`src/rtl/fifo182gmii.sv`:
```
// Drains a length FIFO and a 16-bit data FIFO into GMII frames: preamble, SFD,
// payload bytes, then an inter-frame gap. Oversize/empty frames are dropped.
module fifo182gmii #(
    parameter logic [3:0]  Gap    = 4'hC,
    parameter logic [15:0] MaxLen = 16'd1518
) (
    input  logic        sys_clk,
    input  logic        sys_rst,
    input  logic [17:0] len_dout,
    input  logic        len_empty,
    output logic        len_rd_en,
    input  logic [17:0] data_dout,
    input  logic        data_empty,
    output logic        data_rd_en,
    output logic        gmii_tx_en,
    output logic [7:0]  gmii_txd,
    output logic        gmii_tx_er,
    output logic [31:0] tx_frames,
    output logic [15:0] err_count
);

    typedef enum logic [2:0] {
        S_IDLE, S_LEN, S_PRE, S_SFD, S_DATA, S_DROP, S_GAP, S_ABORT
    } state_t;

    state_t      r_state, w_next;
    logic [15:0] r_cnt, w_cnt;
    logic [15:0] r_len, w_len;
    logic [1:0]  r_arm;
    logic        r_tx_en, r_tx_er;
    logic [7:0]  r_txd;
    logic [31:0] r_frames;
    logic [15:0] r_errs;

    logic        w_tx_en, w_tx_er;
    logic [7:0]  w_txd;
    logic        w_len_rd, w_data_rd;
    logic        w_frame_inc, w_err_inc;
    logic [15:0] w_words;
    state_t      w_after;

    assign w_words = {1'b0, r_len[15:1]} + {15'd0, r_len[0]};
    assign w_after = (Gap == 4'd0) ? S_IDLE : S_GAP;

    // The state register leads the GMII pins by one cycle, so payload bytes
    // are picked straight off data_dout and land in the output flops.
    always_comb begin
        w_next      = r_state;
        w_cnt       = r_cnt;
        w_len       = r_len;
        w_tx_en     = 1'b0;
        w_tx_er     = 1'b0;
        w_txd       = 8'h00;
        w_len_rd    = 1'b0;
        w_data_rd   = 1'b0;
        w_frame_inc = 1'b0;
        w_err_inc   = 1'b0;
        case (r_state)
            S_IDLE: begin
                if (r_arm[1] && !len_empty) begin
                    w_len_rd = 1'b1;
                    w_next   = S_LEN;
                end
            end
            S_LEN: begin
                w_len = len_dout[15:0];
                w_cnt = 16'd0;
                if (len_dout[15:0] == 16'd0) begin
                    w_next    = S_IDLE;
                    w_err_inc = 1'b1;
                end else if (len_dout[15:0] > MaxLen) begin
                    w_next    = S_DROP;
                    w_err_inc = 1'b1;
                end else begin
                    w_next = S_PRE;
                end
            end
            S_PRE: begin
                w_tx_en = 1'b1;
                w_txd   = 8'h55;
                if (r_cnt == 16'd6) begin
                    w_next = S_SFD;
                    w_cnt  = 16'd0;
                end else begin
                    w_cnt = r_cnt + 16'd1;
                end
            end
            S_SFD: begin
                w_tx_en = 1'b1;
                w_txd   = 8'hD5;
                w_cnt   = 16'd0;
                if (data_empty) begin
                    w_next = S_ABORT;
                end else begin
                    w_data_rd = 1'b1;
                    w_next    = S_DATA;
                end
            end
            S_DATA: begin
                w_tx_en = 1'b1;
                w_txd   = r_cnt[0] ? data_dout[7:0] : data_dout[15:8];
                w_cnt   = r_cnt + 16'd1;
                if (r_cnt == r_len - 16'd1) begin
                    w_frame_inc = 1'b1;
                    w_next      = w_after;
                    w_cnt       = 16'd0;
                end else if (r_cnt[0]) begin
                    // odd byte that is not the last: the next word is needed
                    if (data_empty) begin
                        w_next = S_ABORT;
                        w_cnt  = 16'd0;
                    end else begin
                        w_data_rd = 1'b1;
                    end
                end
            end
            S_ABORT: begin
                w_tx_en   = 1'b1;
                w_tx_er   = 1'b1;
                w_err_inc = 1'b1;
                w_next    = w_after;
                w_cnt     = 16'd0;
            end
            S_DROP: begin
                if (!data_empty) begin
                    w_data_rd = 1'b1;
                    if (r_cnt == w_words - 16'd1) begin
                        w_next = w_after;
                        w_cnt  = 16'd0;
                    end else begin
                        w_cnt = r_cnt + 16'd1;
                    end
                end
            end
            S_GAP: begin
                if (r_cnt == {12'd0, Gap} - 16'd1) begin
                    w_next = S_IDLE;
                    w_cnt  = 16'd0;
                end else begin
                    w_cnt = r_cnt + 16'd1;
                end
            end
            default: begin
                w_next = S_IDLE;
                w_cnt  = 16'd0;
            end
        endcase
    end

    always_ff @(posedge sys_clk or negedge sys_rst) begin
        if (!sys_rst) begin
            r_state  <= S_IDLE;
            r_cnt    <= 16'd0;
            r_len    <= 16'd0;
            r_arm    <= 2'b00;
            r_tx_en  <= 1'b0;
            r_tx_er  <= 1'b0;
            r_txd    <= 8'h00;
            r_frames <= 32'd0;
            r_errs   <= 16'd0;
        end else begin
            r_state <= w_next;
            r_cnt   <= w_cnt;
            r_len   <= w_len;
            r_arm   <= {r_arm[0], 1'b1};
            r_tx_en <= w_tx_en;
            r_tx_er <= w_tx_er;
            r_txd   <= w_txd;
            if (w_frame_inc) r_frames <= r_frames + 32'd1;
            if (w_err_inc && r_errs != 16'hFFFF) r_errs <= r_errs + 16'd1;
        end
    end

    // r_arm holds off the first length read until two edges after reset release
    assign len_rd_en  = w_len_rd;
    assign data_rd_en = w_data_rd;
    assign gmii_tx_en = r_tx_en;
    assign gmii_tx_er = r_tx_er;
    assign gmii_txd   = r_txd;
    assign tx_frames  = r_frames;
    assign err_count  = r_errs;

endmodule

```
`config.mk`:
```
export PLATFORM = sky130hd
export DESIGN_NAME = fifo182gmii
export DESIGN_NICKNAME = d
export VERILOG_FILES = /design/src/rtl/fifo182gmii.sv
export SDC_FILE = /design/constraint.sdc
export NUM_CORES = 1
export LEC_CHECK = 0
export CAP_MARGIN = 20
export CORE_AREA = 2 2 124 126
export CTS_CLUSTER_SIZE = 20
export DETAILED_ROUTE_END_ITERATION = 10
export DIE_AREA = 0 0 126 128
export PLACE_DENSITY = 0.61
export SYNTH_ARGS = -nofsm -noshare
export SYNTH_HDL_FRONTEND = slang
export SYNTH_SLANG_ARGS = --single-unit
```
`constraint.sdc`:
```
create_clock -name sys_clk -period 8.84 [get_ports sys_clk]
set_clock_uncertainty 0.2 [all_clocks]
set_input_delay 2.21 -clock sys_clk [delete_from_list [all_inputs] [get_ports sys_clk]]
set_output_delay 2.21 -clock sys_clk [all_outputs]
set_load 0.01 [all_outputs]
```
Yosys cells after proc, flatten, opt, wreduce, memory -nomap -nowiden
Cells that the tools add are included.
Storage, ports and cells
  bits in registers: 95
  input bits: 40
  output and inout bits: 60
  logic and storage cells: 81
Cells by class
  add/subtract/negate cells: 6
  magnitude comparators: 1
  equal/unequal tests: 19
  mux-type cells: 35
  reductions and logical operators: 11
Operators by type and width (count)
  $mux 16: 7
  $pmux 16 s5: 1
  $add 16x1->16 const B: 2
  $add 32x1->32 const B: 1
  $eq 16x16->1: 2
  $sub 16x1->16 const B: 2
  $mux 3: 10
  $pmux 3 s8: 1
  $pmux 8 s3: 1
  $add 15x1->16: 1
  $eq 16x3->1 const B: 1
  $eq 16x4->1 const B: 1
  $gt 16x11->1 const B: 1
  $logic_not 16->1: 1
  $ne 16x16->1 const B: 1
  $eq 3x3->1 const B: 4
  $mux 1: 11
  $ne 2x2->1 const B: 5
  $mux 8: 1
  $reduce_and 7->1: 1
  $eq 3x2->1 const B: 2
  $ne 3x3->1 const B: 2
  $reduce_bool 5->1: 1
  $pmux 1 s2: 2
  other kinds (9): 10

Depth between registers and ports, before layout
Gate-level depths: netlist of the first run.
  depth after elaboration: 6
  depth in mapped cells: 12
  depth with buffers taken out: 11

Worst setup path before layout of the first run
Ideal clock, no wire load.
  kind: input -> output
  start point: input port len_empty
  end point: output port len_rd_en
  arrival: 2.599 ns
  required time: 6.430 ns
  setup slack: 3.831 ns
  stages: 2
  buffers on the path: 0
  cell sequence: nor3b_1 > and2_1
On the way
  word-level cells in the longest chain between the ends: 4
RTL lines
  start, declared: line 10  | input logic len_empty,
  $logic_not 1->1: line 60  | if (r_arm[1] && !len_empty) begin
  $logic_and 1x1->1: line 60
  $mux 1: line 60
  $mux 1: line 58  | case (r_state)
  end, declared: line 11  | output logic len_rd_en,
No other way between the ends.

Worst setup path after layout of the first run
Ends and elaborated chain as after synthesis.

==> qor.txt, run 1 <==
Initial DRC Count -> 278
Pre-CTS setup slack -> 2.80 ns
CP Data Required Time -> 6.43 ns
ANT cells -> 0
Chip width -> 126 um
Worst VDD drop -> 144 uV
Fin. max-slew vios -> 0
Root buffer cell -> clkbuf_16
Io pins -> 100
Mean routed wirelength per cell -> 16.3 um
Residual DRC count -> 0
Post-synth EDFFs -> 0
Fmax -> 165 MHz
Clock Tree Buf Depth -> 2
Switch share -> 41.3%
Clk_lat worst skew -> 0.35 ns
Largest net degree at the start of global routing -> 49
Period utilisation layout -> 68.4%
Arrival time worst endpoint -> 3.63 ns
# rows -> 45
Vias in the first global route -> 4846
Post-synthesis cell area -> 0.00577 mm^2
Hold Crit Class -> flip-flop to flip-flop
Setup Viol. Count Final -> 0
CTS tree -> built
Setup repair bufs after CTS -> 0
Reg clk slew, reported paths -> 0.07 ns
Final Routed Wirelength -> 14.5 mm
Layout Nets -> 746
Hold WS -> 0.155 ns
Gpl congestion -> 0.907
Min cycle time layout -> 6.04 ns
Synth async-reset ratio -> 100%
Lkg Pwr -> 2.98 nW
Warnings from Yosys -> 0
Share of cells above drive strength 1 -> 7.10%
Post-synthesis sequential area ratio -> 41.2%
Crit path max fanout -> 2
Setup crit start kind -> input port
Yosys top cell by area -> dfrtp_1
Syn_area_per_cell -> 9.25 um^2
DP HPWL -> 10.7 mm
Total number of vias -> 4866
Count of state elements after synthesis -> 95
Most frequent cells in the layout -> 95 x dfrtp_1, 94 x clkdlybuf4s50_1, 59 x nor2_1
CORE AREA -> 0.0149 mm^2
Final hold vios -> 0
Psw -> 755 uW
GRT Residual Overflow -> 0
DRT Pass-1 Iters -> 5
Number of hold buffers added after cts -> 0
Setup TNS -> 0 ns
Commonest non-fill, non-tap cell in the layout -> dfrtp_1
RSZ-0062 raised after global routing -> no
Int Pwr -> 1.08 mW
Ys flop type -> dfrtp_1
Area grow syn2layout -> 23.4%
PnR worst setup slack -> 2.80 ns
Rel. slew slack -> 31.7%
Mapped Cells -> 623
CTS Sinks -> 95
Main area contributors after synthesis -> dfrtp_1 41%, xnor2_1 7.0%, xor2_1 5.9%
Post-cts resize count -> 0
Die Footprint -> 0.0161 mm^2
Via density -> 5.46
Pwr Total -> 1.83 mW
Htree depth -> 3
Initial antenna violation count -> 0
Die Span Y -> 128 um
Distinct cells, synth -> 65
Share of the synthesized area in the top cell type -> 41.2%
GRT Overall Usage -> 18.5%
Final ANT Viol Nets -> 0
Flop pwr share -> 36.9%
First-pass GRT wire length -> 24.2 mm
Type of the worst setup path -> input port to primary output
Starting Density -> 38.8%
Max capacitance violation total -> 0
CP Capture Type -> primary output
Synth Net Count -> 670
Clk pwr share -> 20.6%
Pwr dens -> 257 mW/mm^2
Worst slew pin tran -> 1.02 ns
Num CTS Buffers -> 9
Port Buf Inserts -> 95
Comb power frac -> 42.5%
Outcome -> finished, final reports clean
-- cells by family after synthesis --
family                     count (synthesis)  share of synthesized area [%]
AOI/OAI and AO/OA                         85                           10.1
xor gates and xnor gates                  87                           13.7
adders and majority gates                  7                           1.52
buffers and inverters                     54                           3.84
DFF                                       95                           41.2
muxes                                     25                           4.62
other                                      1                         0.0650
and+or+nand+nor                          269                           24.9
-- flip-flops by register name, summed over array words and instances, names as in the netlist --
| name | flops |
|---|---|
| r_cnt | 16 |
| gmii_txd | 8 |
| err_count | 16 |
| r_arm | 2 |
| tx_frames | 32 |
| gmii_tx_en | 1 |
| gmii_tx_er | 1 |
| r_len | 16 |
| r_state | 3 |
-- final timing paths --
kind	startpoint	endpoint	slack [ns]	cells after the start
setup / recovery	len_empty	len_rd_en	2.80	4
max in group asynchronous	sys_rst	tx_frames[29]$_DFFE_PN0P_	5.73	2
hold reg to reg	r_arm[0]$_DFF_PN0_	r_arm[1]$_DFF_PN0_	0.15	0
setup reg to reg	r_len[4]$_DFFE_PN0P_	tx_frames[28]$_DFFE_PN0P_	4.89	8
hold / removal	r_arm[0]$_DFF_PN0_	r_arm[1]$_DFF_PN0_	0.15	0
min in group asynchronous	sys_rst	r_len[7]$_DFFE_PN0P_	1.66	1
-- Yosys cell counts (8+ instances only) --
master and number:
and3_1 15, nand2_1 55, nor3_1 20, nor4_1 9
nor2_1 59, mux2i_1 12, inv_1 20, xnor2_1 46
o22ai_1 8, o21ai_0 27, mux2_2 12, a21oi_1 8
nor2b_1 9, clkbuf_1 24, xor2_1 39, nand4_1 17
nand2b_1 9, nand3_1 33, dfrtp_1 95
-- critical path, cell delays in order --
cell and delay, ns:
clkdlybuf4s50_1 0.40, nor3b_1 0.27, and2_1 0.21, clkdlybuf4s50_1 0.54
-- power by group through the flow --
stage | Sequential (mW) | Clock, mW | Combinational (mW)
6_report | 0.676 | 0.376 | 0.779
5_1_grt | 0.694 | 0.406 | 0.864
4_1_cts | 0.673 | 0.386 | 0.782
3_5_place_dp | 0.681 | 0 | 0.777
3_3_place_gp | 0.677 | 0 | 0.764
2_1_floorplan | 0.589 | 0 | 0.624
-- stage by stage --
stage	util, %	area [um^2]	std cells
2_1_floorplan	-	5770	623
4_1_cts	47.9	7120	892
6_report	47.9	7120	892
3_5_place_dp	46.0	6830	876
3_3_place_gp	46.0	6830	876
5_1_grt	47.9	7120	892
-- layout make-up --
class | instances | area, um^2
Tap cell | 188 | 235
Clock inverter | 6 | 55.1
Sequential cell | 95 | 2380
Multi-Input combinational cell | 474 | 3170
Clock buffer | 10 | 229
Timing Repair Buffer | 99 | 978
Fill cell | 1436 | 7750
Inverter | 20 | 75.1
-- per-layer routing --
layer	vias up	share of wire, %	GRT usage (%)
li1	2341	-	-
met3	21	3.6	2.42
met5	-	0	0
met4	0	2.5	7.89
met1	2394	44	23.7
met2	110	49	31.5
No activity file was read; power rests on OpenSTA's default activity.
==> run 2, diff against run 1 <==
==> constraint.sdc (replaced) <==
create_clock -name sys_clk -period 6 [get_ports sys_clk]
set_clock_uncertainty 0.2 [all_clocks]
set_input_delay 1.5 -clock sys_clk [delete_from_list [all_inputs] [get_ports sys_clk]]
set_output_delay 1.5 -clock sys_clk [all_outputs]
set_load 0.01 [all_outputs]
==> qor.txt, run 2 (synthesis gave the netlist of run 1 again) <==
Layout Nets -> 746 (unchanged)
Fmax -> 194 MHz
Setup Viol. Count Final -> 0 (unchanged)
Area grow syn2layout -> 23.4% (unchanged)
CP delay by family, top -> compound AO/OA/AOI/OAI gates
Pwr dens -> 379 mW/mm^2 (+47%)
Gpl congestion -> 0.898 (-0.99%)
CP Data Required Time -> 4.30 ns (-2.13 ns)
Most frequent cells in the layout -> 95 x dfrtp_1, 94 x clkdlybuf4s50_1, 59 x nor2_1
# rows -> 45 (unchanged)
Worst slew pin tran -> 1.06 ns (+0.0417 ns)
Max capacitance violation total -> 0 (unchanged)
Outcome -> finished, final reports clean
Port Buf Inserts -> 95 (unchanged)
Worst r2r src -> r_len[4]$_DFFE_PN0P_
CTS Sinks -> 95 (unchanged)
CP max stage delay -> 0.78 ns (+0.24 ns)
Hold Crit Class -> flip-flop to flip-flop
GRT Residual Overflow -> 0 (unchanged)
Vias in the first global route -> 4731 (-2.4%)
Met1 GRT Util -> 23.9% (+0.20 points)
Die Span Y -> 128 um (unchanged)
Via density -> 5.38 (-1.5%)
Critical path launch point -> r_len[4]$_DFFE_PN0P_
Starting Density -> 38.8% (unchanged)
Setup repair bufs after CTS -> 0 (unchanged)
Residual DRC count -> 0 (unchanged)
Setup TNS -> 0 ns (unchanged)
Final ANT Viol Nets -> 0 (unchanged)
Clk_lat worst skew -> 0.35 ns (about the same)
DP HPWL -> 10.7 mm (+0.61%)
Min cycle time layout -> 5.17 ns
Busiest grt layer -> met2
CTS tree -> built
Max FFs per register -> 32 (unchanged)
ANT cells -> 0 (unchanged)
Pwr Total -> 2.70 mW (+47%)
Type of the worst setup path -> flip-flop to primary output
Crit-path cells -> nor4_2 -> nand3_1 -> a211o_1 -> a2111o_1 -> o211ai_1 -> a21oi_1 -> clkdlybuf4s50_1
Die Footprint -> 0.0161 mm^2 (unchanged)
Setup crit start kind -> flip-flop
Chip width -> 126 um (unchanged)
DRT Pass-1 Iters -> 4 (-1)
Initial DRC Count -> 262 (-5.8%)
RSZ-0062 raised after global routing -> no
CP Capture Type -> primary output
First-pass GRT wire length -> 24.2 mm (about the same)
Commonest non-fill, non-tap cell in the layout -> dfrtp_1
Lkg Pwr -> 2.98 nW (unchanged)
Arrival time worst endpoint -> 3.47 ns (-0.16 ns)
Fin. max-slew vios -> 0 (unchanged)
M2 GR Usage -> 31.8% (+0.22 points)
Num CTS Buffers -> 9 (unchanged)
Post-cts resize count -> 0 (unchanged)
Final Routed Wirelength -> 14.5 mm (-0.14%)
Rel. slew slack -> 28.9% (-2.8 points)
Worst VDD drop -> 235 uV (+64%)
Crit path max fanout -> 9 (+7)
GRT Overall Usage -> 18.5% (about the same)
Slowest CP cell -> nor4_2
Initial antenna violation count -> 0 (unchanged)
Io pins -> 100 (unchanged)
Htree depth -> 3 (unchanged)
CORE AREA -> 0.0149 mm^2 (unchanged)
Total number of vias -> 4795 (-1.5%)
Grt met3 use -> 2.46% (+0.042 points)
Period utilisation layout -> 86.1%
Buf+Inv Stages, Crit Path -> 1 (-1)
Number of hold buffers added after cts -> 0 (unchanged)
Clock Tree Buf Depth -> 2 (unchanged)
Mean routed wirelength per cell -> 16.3 um (-0.14%)
Fin util -> 47.9% (unchanged)
Root buffer cell -> clkbuf_16
Share of cells above drive strength 1 -> 7.10% (unchanged)
Largest net degree at the start of global routing -> 53 (+8.2%)
Final hold vios -> 0 (unchanged)
Reg clk slew, reported paths -> 0.07 ns (about the same)
Hold Crit Start -> r_arm[0]$_DFF_PN0_
run 2: cell counts in the layout (fill, tap and decap cells not counted):
No cell type changed its count.
run 2: per-layer routing:
| metal | part of all wire [%] | routed length [um] | vias up |
|---|---|---|---|
| li1 | - | - | 2338 |
| met1 | 45 | 6500 | 2354 |
| met2 | 50 | 7320 | 91 |
| met3 | 3.8 | 545 | 12 |
| met4 | 1.1 | 159 | 0 |
| met5 | 0 | 0 | - |
run 2: where the power goes:
part,internal [mW],switching (mW),total [mW],leakage (nW)
combinational,0.537,0.610,1.15,1.59
sequential,0.760,0.234,0.993,1.25
clock,0.289,0.268,0.557,0.133
total,1.59,1.11,2.70,2.98
run 2: layout make-up:
type / instances / area [um^2]
clock buffers: 10 / 229
clock inverters: 6 / 55.1
fillers: 1421 / 7750
inverters: 20 / 75.1
multi-input cells: 474 / 3170
flip-flops and latches: 95 / 2380
well taps: 188 / 235
repair buffers: 99 / 978
run 2: worst paths after layout:
path                                              to  slack [ns]  cells after the start
max                                       data_rd_en        0.83                      7
min reg2reg                       r_arm[1]$_DFF_PN0_        0.16                      0
min                               r_arm[1]$_DFF_PN0_        0.16                      0
min in group asynchronous       r_cnt[0]$_DFFE_PN0P_        1.00                      1
max reg2reg                tx_frames[22]$_DFFE_PN0P_        1.95                      8
max in group asynchronous  tx_frames[12]$_DFFE_PN0P_        3.58                      2
run 2: metrics by stage:
stage | std cells | area, um^2 | hold slack [ns] | setup slack (ns)
after detailed placement | 876 | 6830 | 0.141 | 1.09
after CTS | 892 | 7120 | 0.167 | 0.839
after global placement | 876 | 6830 | 0.134 | 1.16
after global routing | 892 | 7120 | 0.181 | 0.682
final | 892 | 7120 | 0.162 | 0.833
after floorplan | 623 | 5770 | 0.131 | 2.04
==> run 3, diff against run 2 <==
--- a/config.mk
+++ b/config.mk
@@ -11,6 +11,7 @@
 export DETAILED_ROUTE_END_ITERATION = 10
 export DIE_AREA = 0 0 126 128
 export PLACE_DENSITY = 0.61
+export SETUP_SLACK_MARGIN = 0.5
 export SYNTH_ARGS = -nofsm -noshare
 export SYNTH_HDL_FRONTEND = slang
 export SYNTH_SLANG_ARGS = --single-unit
==> results of run 3 <==
Same layout as run 2: the final DEF is identical, and so are final timing and power.
==> RTL edit 1, RTL diff (flow settings as in run 3) <==
The 8 states of `state_t` get a Gray code encoding in 3 bits.
--- a/src/rtl/fifo182gmii.sv
+++ b/src/rtl/fifo182gmii.sv
@@ -22,3 +22,3 @@
     typedef enum logic [2:0] {
-        S_IDLE, S_LEN, S_PRE, S_SFD, S_DATA, S_DROP, S_GAP, S_ABORT
+        S_IDLE = 3'b000, S_LEN = 3'b001, S_PRE = 3'b011, S_SFD = 3'b010, S_DATA = 3'b110, S_DROP = 3'b111, S_GAP = 3'b101, S_ABORT = 3'b100
     } state_t;
Check against the original RTL: same outputs for any inputs over 10 cycles, from zero or initial values and one cycle with sys_rst low; not proved beyond that.
==> RTL edit 1 against run 3 <==
  * Sequential cell count stayed put
  * Worst setup slack worse by 0.032 ns
  * Synthesized area is 0.13% higher
  * Non-clock buffer count is 7 higher
  * Clock power is 29% higher
  * Routed wire length is 0.59% higher
  * Utilization is 1.1 points higher
  * Final area is 2.3% higher
  * Highest routed layer unchanged
  * Die area stayed put
  * Synthesized cell count is 0.48% higher
  * Total power is 5.5% higher
  * Register-to-register slack worse by 0.65 ns
==> RTL edit 1: results (changes against run 3) <==
GPL Wtd Cong=0.904 (+0.62%); largest net degree at the start of global routing=75 (+42%); P_sw=1.10 mW (-1.0%); hold slack=0.157 ns (-0.00499 ns); Synth cell types=68 (+4.6%); Seq power=0.991 mW (about the same); Setup crit start=r_len[0]; fin nets=749 (+0.40%); dpl ws=1.19 ns (+0.0965 ns); layout cells sized above 1=0.0934 (+0.0223); global router's overall resource usage=0.190 (+0.00542); crit path DAT=3.50 ns (+0.03 ns); Slew headroom=0.468 (+0.179); Root Buffer=clkbuf_16; Synth Area in Adders=0.0152 (-0.0000198); r2r worst-path depth=11 (+3); dpl cells=878 (+0.23%); Synth Area in Compound Gates=0.109 (+0.00832); Via density=5.39 (+0.29%); Post-synth top cells=dfrtp_1 (95), nand2_1 (58), xnor2_1 (53); synth top area cells=dfrtp_1 (41%), xnor2_1 (8.0%), xor2_1 (5.2%), nand2_1 (3.8%), nor2_1 (3.4%); status=complete, no violations; Skew-Pair Late Insertion Delay=0.35 ns (about the same); fmax=192 MHz (-0.62%); average size of a mapped cell=9.22 µm² (-0.35%); first drt pass iteration count=5 (+1); leakage=2.96 nW (-0.67%); first-pass GRT wire length=24800 µm (+2.5%); post-route insts no fill=895 (+0.34%); flop2flop setup slack=1.30 ns (-0.65 ns); XOR/XNOR Fraction of Synth Area=0.132 (-0.00495); DP Area=0.00687 mm² (+0.57%); syn_nets=673 (+0.45%); VDD IR max=0.248 mV (+5.4%); 1st-iter DRT viols=272 (+3.8%); Critical R2R Capture=r_cnt[6]; post-DP HPWL=10600 µm (-1.7%); routed len/inst=16.3 µm (+0.26%); Worst Path Max Fanout=5 (-4); HP Class=reg -> reg; H-Tree Level Count=3 (unchanged); multiplexer share of the synthesized area=0.0498 (+0.00362); sequential share of the synthesized area=0.412 (-0.000536); vias in the first global route=5006 (+5.8%); Internal=1.75 mW (+10%)
==> RTL edit 1: layer usage <==
metal  part of all wire  GRT usage  wire length (µm)  vias up
met3              0.054     0.0463               782       19
met1               0.45      0.246              6610     2352
met2               0.48      0.307              6950      107
met5                  0          0                 0        -
met4              0.018     0.0782               258        0
li1                   -          -                 -     2347
==> RTL edit 1: critical path: stages, from the launching register on <==
cell	delay, ns
dfrtp_1	0.42
inv_1	0.11
ha_1	0.24
or4bb_1	0.50
a211o_1	0.30
a2111oi_0	0.35
nand4b_1	0.20
nor4_4	0.24
o211ai_1	0.12
o2111a_1	0.17
clkdlybuf4s50_1	0.50
==> RTL edit 1: layout make-up <==
type,instances,area [µm²],area share
clock buffers,10,239,0.0328
clock inverters,6,140,0.0193
inverters,25,93.8,0.0129
flip-flops and latches,95,2380,0.327
multi-input cells,465,3140,0.432
repair buffers,106,1050,0.144
well taps,188,235,0.0323
==> RTL edit 2, RTL diff (config.mk and constraints of run 3) <==
Without the edit above. `MaxLen`: 16'd1518 -> 16'd1024.
--- a/src/rtl/fifo182gmii.sv
+++ b/src/rtl/fifo182gmii.sv
@@ -4,3 +4,3 @@
     parameter logic [3:0]  Gap    = 4'hC,
-    parameter logic [15:0] MaxLen = 16'd1518
+    parameter logic [15:0] MaxLen = 16'd1024
 ) (
Formal check against the unedited RTL: not equivalent (a bounded check fails within 10 cycles, from zero or initial values and one cycle with sys_rst low).
==> RTL edit 2 against run 3 <==
  * Sequential cell count unchanged
  * Register-to-register slack improved by 0.18 ns
  * Largest power group unchanged
  * Die area unchanged
  * Synthesized cell count is 0.96% lower
  * Critical endpoint unchanged
  * Worst setup slack worse by 0.19 ns
  * Routed wire length rose by 2.8%
  * Clock power up 7.4%
  * Final area about the same
  * Total power is 4.9% higher
  * Worst hold slack worse by 0.0084 ns
  * Via count is 1.6% higher
  * Synthesized area fell by 0.74%
==> RTL edit 2: results (changes against run 3) <==
DP Area=0.00680 mm² (-0.53%); layout cells sized above 1=0.0891 (+0.0181); vias in the first global route=4876 (+3.1%); comb pwr=1.24 mW (+8%); Via density=5.51 (+2.5%); GPL Wtd Cong=0.879 (-2.1%); Slowest cell on crit path=or4_4; Synth Area in Adders=0.0153 (+0.000113); clk slew on worst S/H paths=0.07 ns (about the same); leakage=2.93 nW (-1.7%); Worst Path Max Fanout=10 (+1); dpl cells=868 (-0.91%); power per cell area=398 mW/mm² (+4.9%); routed len/inst=16.9 µm (+3.7%); status=complete, no violations; XOR/XNOR Fraction of Synth Area=0.125 (-0.0117); Root Buffer=clkbuf_16; P_sw=1.17 mW (+5.3%); dpl ws=0.929 ns (-0.164 ns); synth top area cells=dfrtp_1 (42%), xnor2_1 (8.0%), xor2_1 (4.3%), nor2_1 (3.4%), nand2_1 (3.3%); crit path DAT=3.66 ns (+0.19 ns); global router's overall resource usage=0.192 (+0.00712); Synth Area in Compound Gates=0.122 (+0.0211); Top delay family on crit path=simple AND/OR/NAND/NOR gates; Clock Power Share=0.211 (+0.004); first drt pass iteration count=5 (+1); VDD IR max=0.198 mV (-16%); Post-synth top cells=dfrtp_1 (95), nor2_1 (52), xnor2_1 (52); post-DP HPWL=10900 µm (+1.8%); 1st-iter DRT viols=411 (+57%); cells after synthesis=617 (-0.96%); largest net degree at the start of global routing=55 (+3.8%); post-route insts no fill=884 (-0.90%); sequential share of the synthesized area=0.415 (+0.00306); first-pass GRT wire length=25000 µm (+3.3%); fin nets=738 (-1.1%); Setup Fix Bufs, Post-CTS=0 (unchanged); Worst path max stage delay=0.60 ns (-0.18 ns); syn_nets=664 (-0.90%); Slew headroom=0.376 (+0.0874); number of I/O port buffers=95 (unchanged)
RTL edit 2: final timing paths:
kind | startpoint | end | slack, ns | cells past startpoint
setup / recovery | r_len[5] | data_rd_en | 0.64 | 8
hold / removal | r_arm[0] | r_arm[1] | 0.15 | 0
setup reg to reg | r_len[5] | tx_frames[31] | 2.13 | 8
hold reg to reg | r_arm[0] | r_arm[1] | 0.15 | 0
max in group asynchronous | sys_rst | tx_frames[4] | 3.56 | 2
min in group asynchronous | sys_rst | r_cnt[9] | 0.94 | 1
RTL edit 2: area by class of cell:
type                    count  area [µm²]
repair buffers            101         993
fillers                  1429        7750
clock buffers              10         229
inverters                  20        75.1
well taps                 188         235
flip-flops and latches     95        2380
clock inverters             6        78.8
multi-input cells         464        3120
RTL edit 2: routing by layer:
metal	part of all wire	global-route usage
met5	0	0
met4	0.018	0.0705
met3	0.057	0.0426
met2	0.47	0.307
met1	0.46	0.257
